### config.mk
export PLATFORM = sky130hd
export DESIGN_NAME = corefifo_fwft_line_reader
export DESIGN_NICKNAME = d
export VERILOG_FILES = /design/src/rtl/corefifo_fwft_rd_pkg.sv /design/src/rtl/corefifo_fwft_line_reader.sv
export SDC_FILE = /design/constraint.sdc
export NUM_CORES = 1
export LEC_CHECK = 0
export BUFFER_PORTS_ARGS = -buffer_cell sky130_fd_sc_hd__buf_4
export CAP_MARGIN = 0
export CORE_ASPECT_RATIO = 1.1
export CORE_MARGIN = 2
export CORE_UTILIZATION = 40
export CTS_CLUSTER_SIZE = 10
export DETAILED_ROUTE_END_ITERATION = 8
export PLACE_DENSITY_LB_ADDON = 0.2
export SYNTH_ARGS = -nofsm -noshare
export SYNTH_HDL_FRONTEND = slang
export SYNTH_SLANG_ARGS = --single-unit
export TNS_END_PERCENT = 30
### constraint.sdc
create_clock -name pos_rclk -period 2.65 [get_ports pos_rclk]
set_input_delay 0.1325 -clock pos_rclk [delete_from_list [all_inputs] [get_ports pos_rclk]]
set_output_delay 0.1325 -clock pos_rclk [all_outputs]
set_load 0.01 [all_outputs]
### src/rtl/corefifo_fwft_rd_pkg.sv
// Shared types and helpers for the FWFT line reader.
package corefifo_fwft_rd_pkg;

    localparam int unsigned UNDERRUN_W = 16;

    typedef enum logic [1:0] {
        IDLE   = 2'd0,
        STREAM = 2'd1,
        DRAIN  = 2'd2
    } rd_state_t;

    // Word counter width for a given line length (at least one bit).
    function automatic int unsigned cnt_width(input int unsigned len);
        return (len <= 2) ? 1 : $clog2(len);
    endfunction

    // Drive level of the FIFO read enable for a given pop request.
    function automatic logic rd_en_level(input logic pop, input bit read_low);
        return read_low ? ~pop : pop;
    endfunction

endpackage

### src/rtl/corefifo_fwft_line_reader.sv
// Pops one line of FWFT words per request and re-emits them as a framed valid/ready stream.
// Optional underrun counter enabled by defining FWFT_RD_UNDERRUN_EN.
module corefifo_fwft_line_reader
    import corefifo_fwft_rd_pkg::*;
#(
    parameter int unsigned RWIDTH   = 16,
    parameter int unsigned LINE_LEN = 640,
    parameter int unsigned CNT_W    = cnt_width(LINE_LEN),
    parameter bit          READ_LOW = 1'b1
) (
    input  logic              pos_rclk,
    input  logic              aresetn_rclk,
    input  logic              sresetn_rclk,
    input  logic              line_req,
    input  logic              abort,
    input  logic              fwft_empty,
    input  logic [RWIDTH-1:0] fwft_dout,
    output logic              fwft_rd_en,
    output logic              m_valid,
    input  logic              m_ready,
    output logic [RWIDTH-1:0] m_data,
    output logic              m_sol,
    output logic              m_eol,
    output logic              busy,
    output logic              line_done
`ifdef FWFT_RD_UNDERRUN_EN
    ,
    output logic [UNDERRUN_W-1:0] underrun_cnt
`endif
);

    localparam logic [CNT_W-1:0] LAST = CNT_W'(LINE_LEN - 1);

    rd_state_t        state;
    logic [CNT_W-1:0] cnt;
    logic             slot_free;
    logic             pop;

    // Pop is suppressed during sync reset and abort so the FIFO head is never lost.
    assign slot_free  = !m_valid || m_ready;
    assign pop        = (state == STREAM) && !fwft_empty && slot_free && sresetn_rclk && !abort;
    assign fwft_rd_en = rd_en_level(pop, READ_LOW);
    assign busy       = (state != IDLE);

    // FSM, word counter and output register.
    always_ff @(posedge pos_rclk or negedge aresetn_rclk) begin
        if (!aresetn_rclk) begin
            state     <= IDLE;
            cnt       <= '0;
            m_valid   <= 1'b0;
            m_data    <= '0;
            m_sol     <= 1'b0;
            m_eol     <= 1'b0;
            line_done <= 1'b0;
        end else if (!sresetn_rclk) begin
            state     <= IDLE;
            cnt       <= '0;
            m_valid   <= 1'b0;
            m_data    <= '0;
            m_sol     <= 1'b0;
            m_eol     <= 1'b0;
            line_done <= 1'b0;
        end else if (abort) begin
            state     <= IDLE;
            cnt       <= '0;
            m_valid   <= 1'b0;
            line_done <= 1'b0;
        end else begin
            line_done <= 1'b0;
            if (pop) begin
                m_data  <= fwft_dout;
                m_valid <= 1'b1;
                m_sol   <= (cnt == '0);
                m_eol   <= (cnt == LAST);
                cnt     <= (cnt == LAST) ? '0 : cnt + CNT_W'(1);
            end else if (m_valid && m_ready) begin
                m_valid <= 1'b0;
            end
            case (state)
                IDLE: begin
                    if (line_req) begin
                        state <= STREAM;
                        cnt   <= '0;
                    end
                end
                STREAM: begin
                    if (pop && (cnt == LAST)) begin
                        state <= DRAIN;
                    end
                end
                DRAIN: begin
                    if (m_valid && m_ready && m_eol) begin
                        state     <= IDLE;
                        line_done <= 1'b1;
                    end
                end
                default: state <= IDLE;
            endcase
        end
    end

`ifdef FWFT_RD_UNDERRUN_EN
    // Cycles where the sink could take a word but the FIFO had none; saturating.
    always_ff @(posedge pos_rclk or negedge aresetn_rclk) begin
        if (!aresetn_rclk) begin
            underrun_cnt <= '0;
        end else if (!sresetn_rclk) begin
            underrun_cnt <= '0;
        end else if ((state == STREAM) && slot_free && fwft_empty && (underrun_cnt != '1)) begin
            underrun_cnt <= underrun_cnt + UNDERRUN_W'(1);
        end
    end
`endif

endmodule

======== Word-level counts from Yosys, hierarchy flattened ========
Index checks and enable logic that the tools add are counted.
word-level totals
  register bits ........................... 32
  bits of input ports ..................... 23
  output and inout bits ................... 22
  logic and storage cells ................. 63
cells by class
  add/subtract/negate cells ............... 1
  eq/ne operators ......................... 9
  mux-type cells .......................... 29
  bitwise operators ....................... 1
  reductions and logical operators ........ 16
operators with widths
  cell                     count
  $mux W10                 6
  $mux W16                 3
  $mux W1                  14
  $add A10 B1 Y10 const B  1
  $eq A10 B10 Y1 const B   1
  $logic_not A10 Y1        1
  $mux W2                  5
  $ne A4 B4 Y1 const B     2
  $logic_and A1 B1 Y1      7
  $pmux W2 S3              1
  $ne A4 B1 Y1 const B     1
  $ne A4 B3 Y1 const B     1
  $logic_not A1 Y1         3
  $reduce_and A3 Y1        1
  $eq A2 B1 Y1 const B     1
  $eq A2 B2 Y1 const B     1
  $logic_not A2 Y1         1
  $ne A2 B1 Y1 const B     1
  $ne A2 B2 Y1 const B     1
  $reduce_and A2 Y1        1
  $reduce_bool A2 Y1       1
  $logic_or A1 B1 Y1       1
  $not A1 Y1               1

======== Depth between registers and ports, before layout ========
  word-level depth ........................ 10
  depth in mapped cells ................... 6
  mapped depth without buffers ............ 5

======== Worst setup path after synthesis ========
No wires, ideal clock.
  path type ............................... reg2reg
  start point ............................. register state[1]
  end point ............................... register cnt[5]
  setup time .............................. 0.078 ns
  arrival ................................. 1.376 ns
  data required time ...................... 2.572 ns
  setup slack ............................. 1.196 ns
  stages on the path, launching flop included .. 6
  path buffers ............................ 0
  period minus slack after synthesis ...... 1.454 ns
  path through ............................ dfrtp_1 nor3b_4 and3_1 inv_2 or3_1 a21oi_1
between the ends
  word-level cells in the longest chain between the ends .. 10
  elaborated cells on any way between the ends .. 11
  those cells by class .................... 1 x eq/ne; 5 x mux; 5 x reduce/logical
ends and longest elaborated chain
  what                               RTL line                         text
  from (decl)                        corefifo_fwft_line_reader.sv:34  rd_state_t state;
  from (signal assigned)             corefifo_fwft_line_reader.sv:48  state <= IDLE;
  from (signal assigned)             corefifo_fwft_line_reader.sv:56  state <= IDLE;
  from (signal assigned)             corefifo_fwft_line_reader.sv:64  state <= IDLE;
  $eq A2 B1 Y1                       corefifo_fwft_line_reader.sv:41  assign pop = (state == STREAM) && !fwft_empty && slot_free && sresetn_rclk && !abort;
  $logic_and A1 B1 Y1 (4 in series)  corefifo_fwft_line_reader.sv:41
  $mux W10                           corefifo_fwft_line_reader.sv:70  if (pop) begin
  $mux W10                           corefifo_fwft_line_reader.sv:81  if (line_req) begin
  $mux W10 *                         corefifo_fwft_line_reader.sv:79  case (state)
  $mux W10 *                         corefifo_fwft_line_reader.sv:63  end else if (abort) begin
  $mux W10 *                         corefifo_fwft_line_reader.sv:55  end else if (!sresetn_rclk) begin
  to (signal assigned)               corefifo_fwft_line_reader.sv:75  cnt <= (cnt == LAST) ? '0 : cnt + CNT_W'(1);
  to (decl)                          corefifo_fwft_line_reader.sv:35  logic [CNT_W-1:0] cnt;
Mark *: on every way between the ends. The rest lies on a longest branch, timed or not.
A chain may end at the register's enable or synchronous reset.

======== Worst setup path after layout ========
  start point ............................. register state[0]
  end point ............................... output port fwft_rd_en
between the ends
  word-level cells in the longest chain between the ends .. 6
ends and longest elaborated chain
  what                               RTL line                         text
  $eq A2 B1 Y1                       corefifo_fwft_line_reader.sv:41
  $logic_and A1 B1 Y1 (4 in series)  corefifo_fwft_line_reader.sv:41
  $not A1 Y1                         corefifo_fwft_rd_pkg.sv:19       return read_low ? ~pop : pop;
  to (decl)                          corefifo_fwft_line_reader.sv:18  output logic fwft_rd_en,
No other way between the ends.

==> reports/qor_table.md <==
| Group | Quantity | Reported |
|:---|:---|:---|
| sta | Setup_tns | 0 ps |
| yosys | Yosys warnings | 0 |
| sta | Final Hold Fails | 0 |
| job | Max cap viols | 0 |
| global route | Maximum number of pins on one net before global-route repair | 33 |
| route | Post-detailed-routing wire length | 3.489 mm |
| clock network | CTS H-tree lvls | 2 |
| power | Pleak | 0.8971 nW |
| clock network | Clock tree root driver cell | sky130_fd_sc_hd__clkbuf_8 |
| finish | Signed area change from the synthesized netlist to the final layout | 30.50% |
| clock network | Resize count post-CTS | 0 |
| route | Remaining routing DRC violations | 0 |
| floorplan | Die ar. | 4337 µm² |
| clock network | Clock Latency Late Sink | 290 ps |
| worst setup path | Nature of the critical path startpoint | flip-flop |
| worst setup path | Sequence of cells on the critical path | and2b_1 -> and3_1 -> inv_2 -> buf_4 |
| worst setup path | Type of element capturing the critical path | primary output |
| place | Placed wire-length estimate | 2.492 mm |
| sta | Unrepaired setup endpoints after global routing | false |
| yosys | Count of cell types in the netlist | 31 |
| run status | Run status | complete, no violations |
| sta | Final worst path period share | 68.14% |
| place | Placer Congestion | 0.8619 |
| yosys | Synth Instances | 162 |
| power | Worst supply voltage drop on vdd | 0.2814 mV |
| global route | Antenna violations before repair | 0 |
| sta | Final setup violation count | 0 |
| clock network | Clock input transition at the sequential cells of the worst setup and hold paths | 70 ps |
| sta | Worst-case headroom to the max-slew limit | 70.02% |
| route | Initial drt markers | 56 |
| yosys | Syn Nets | 187 |
| floorplan | Starting density of the core | 41.87% |
| global route | Wire length of the first global-routing pass | 5.851 mm |
| sta | Worst slew pin tran | 448.8 ps |
| clock network | Clock buffer depth | 2 |
| finish | Multi-input combinational cell area | 676.9 µm² |
| route | Number of antenna-violating nets in the routed design | 0 |
| place | Count of buffers from port buffering | 44 |
| clock network | Number of buffers created by CTS | 5 |
| floorplan | Number of placed I/O pins | 45 |
| sta | Timing-limited maximum frequency | 553.8 MHz |
| floorplan | Horizontal extent of the die | 62.97 µm |
| route | Via-per-instance ratio | 5.142 |
| finish | Fraction of layout cells with a size suffix above 1 | 26.19% |
| sta | Final worst hold slack | 93.01 ps |
| floorplan | Overall die height | 68.87 µm |
| power | Overall power after layout | 0.9494 mW |
| global route | Congestion Overflow GR | 0 |
| route | Post-DR wirelength/cell | 13.42 µm |
| global route | Met3 GRT Util | 5.195% |
| clock network | Clock tree from TritonCTS | yes |
| worst hold path | Class of the worst hold path | in2reg |
| floorplan | Area of the core region | 3655 µm² |
| global route | Met1 routing resource usage after global routing | 20.75% |
| clock network | Number of buffers inserted by hold repair at cts | 1 |
| sta | Clock skew after layout | 6.040 ps |
| clock network | Sinks on the clock net | 32 |
| route | First-pass DRT Iterations | 4 |
| finish | Register cell area after layout | 800.8 µm² |
| yosys | Post-synthesis sequential element count | 32 |
| clock network | Number of buffers inserted to repair setup after CTS | 0 |
| worst setup path | CP Data Required Time | 2520 ps |
| route | Via Count | 1337 |
| place | Post-Place Cells | 251 |
| finish | Count of nets after finishing | 234 |
| power | Cell area power density | 475.4 nW/µm² |
| worst setup path | Crit Path Max Fanout | 28 |
| global route | Number of global-route vias before repair | 1275 |
| sta | Max Slew Vio Count | 0 |
| floorplan | Number of placement rows | 23 |
| sta | Final min period | 1806 ps |
| finish | Number of fill cells | 345 |
| yosys | Avg Synthesized Cell Area | 9.446 µm² |
| global route | Layer with the highest usage after global routing | met2 |
| yosys | Area of the mapped netlist | 1530 µm² |
| global route | Met2 usage | 31.78% |
| global route | Overall Global Routing Usage | 18.07% |
| yosys | Register area share after synthesis | 52.33% |
| worst setup path | Start-to-end type of the worst setup path | reg2out |
| finish | Antenna diodes | 0 |
| worst setup path | Arrival time at the worst endpoint | 1670 ps |
| finish | Fin cells | 260 |
| worst setup path | Highest cell delay on the worst timing path | 410 ps |
| worst setup path | Crit-path slowest cell | sky130_fd_sc_hd__dfrtp_1 |
## power by group
group          total [mW]  switching (mW)  leakage (nW)  internal (mW)
registers           0.496         0.00281         0.444          0.493
clock network       0.384           0.172        0.0455          0.211
logic              0.0698          0.0328         0.407         0.0370
total               0.949           0.208         0.897          0.741
## registers in the layout, summed over array words and instances (netlist names)
signal     cells
cnt           10
line_done      1
m_data        16
m_eol          1
m_sol          1
m_valid        1
state          2
## cells in the mapped netlist, drive strengths merged
master / count / area share (%)
nor2: 8 / 2.0
a21boi: 16 / 7.8
dfrtp: 32 / 52
nor2b: 1 / 0.41
xnor2: 1 / 0.57
o21ai: 9 / 2.9
nand2b: 2 / 0.82
inv: 5 / 1.2
nand3: 4 / 1.3
or3: 5 / 2.0
a31o: 2 / 1.1
and3: 4 / 1.6
o21bai: 1 / 0.49
ha: 2 / 1.6
a31oi: 1 / 0.41
clkbuf: 1 / 0.25
buf: 5 / 2.0
a211oi: 1 / 0.49
a21o: 1 / 0.49
nand2: 37 / 9.1
nor4b: 2 / 1.1
xor2: 2 / 1.1
a21oi: 9 / 2.9
and4: 1 / 0.57
or4: 1 / 0.49
nand3b: 1 / 0.49
nand4: 6 / 2.5
nor3b: 1 / 1.2
and2b: 1 / 0.49
## cell type report
class	count	area share [%]
Sequential cell	32	40.10
Multi-Input combinational cell	119	33.90
Timing Repair Buffer	46	17.42
Clock buffer	8	4.511
Tap cell	50	3.133
Inverter	5	0.9398
## metrics by stage
| step | setup slack (ps) | util (%) | cell area, µm² |
|---|---|---|---|
| 4_1_cts | 819.7 | 54.64 | 1997 |
| 3_3_place_gp | 956.9 | 51.90 | 1897 |
| 5_1_grt | 750.0 | 54.64 | 1997 |
| 6_report | 844.3 | 54.64 | 1997 |
| 3_5_place_dp | 920.5 | 51.90 | 1897 |
| 2_1_floorplan | 1196 | - | 1530 |
## cell usage in the layout (no fill, tap or decap), types with 2 or more instances in the layout
| cell | instances |
|---|---|
| sky130_fd_sc_hd__inv_1 | 4 |
| sky130_fd_sc_hd__nor4b_1 | 2 |
| sky130_fd_sc_hd__a21oi_1 | 9 |
| sky130_fd_sc_hd__and3_1 | 4 |
| sky130_fd_sc_hd__or3_1 | 5 |
| sky130_fd_sc_hd__nand2_1 | 37 |
| sky130_fd_sc_hd__nand2b_1 | 2 |
| sky130_fd_sc_hd__o21ai_0 | 9 |
| sky130_fd_sc_hd__a21boi_0 | 16 |
| sky130_fd_sc_hd__a31o_2 | 2 |
| sky130_fd_sc_hd__buf_4 | 45 |
| sky130_fd_sc_hd__nand4_1 | 6 |
| sky130_fd_sc_hd__dfrtp_1 | 32 |
| sky130_fd_sc_hd__ha_1 | 2 |
| sky130_fd_sc_hd__clkbuf_1 | 2 |
| sky130_fd_sc_hd__nand3_1 | 4 |
| sky130_fd_sc_hd__clkbuf_8 | 6 |
| sky130_fd_sc_hd__nor2_1 | 8 |
| sky130_fd_sc_hd__xor2_1 | 2 |
## final timing paths
check	slack [ps]	depth (start not counted)	start	to
min	90	3	fwft_dout[7]	m_data[7]$_DFFE_PN0P_
min reg2reg	500	1	state[0]$_DFFE_PN0P_	line_done$_DFF_PN0_
max in group asynchronous	2040	2	aresetn_rclk	m_eol$_DFFE_PN0P_
max	840	4	state[0]$_DFFE_PN0P_	fwft_rd_en
max reg2reg	900	5	state[1]$_DFFE_PN0P_	cnt[4]$_DFF_PN0_
min in group asynchronous	310	2	aresetn_rclk	m_data[11]$_DFFE_PN0P_
## worst max-delay path, delay by kind of cell, from the launching register on
kind	cells	cell delay, ps
flip-flops	1	410
buffers and inverters	2	540
AND/OR/NAND/NOR	2	440
## layer usage
layer	part of all wire, %	up-vias	wire (µm)
li1	-	653	-
met1	43	638	1512
met2	49	40	1721
met3	5.3	6	186
met4	2.0	0	69
met5	0	-	0
## cells by family after synthesis
family          Yosys count  synth area share, %
simple gates             74                24.12
compound gates           40                16.76
flops                    32                52.33
buf+inv                  11                3.433
xor+xnor                  3                1.717
fa+ha+maj                 2                1.635
(Power assumes the default switching activity.)
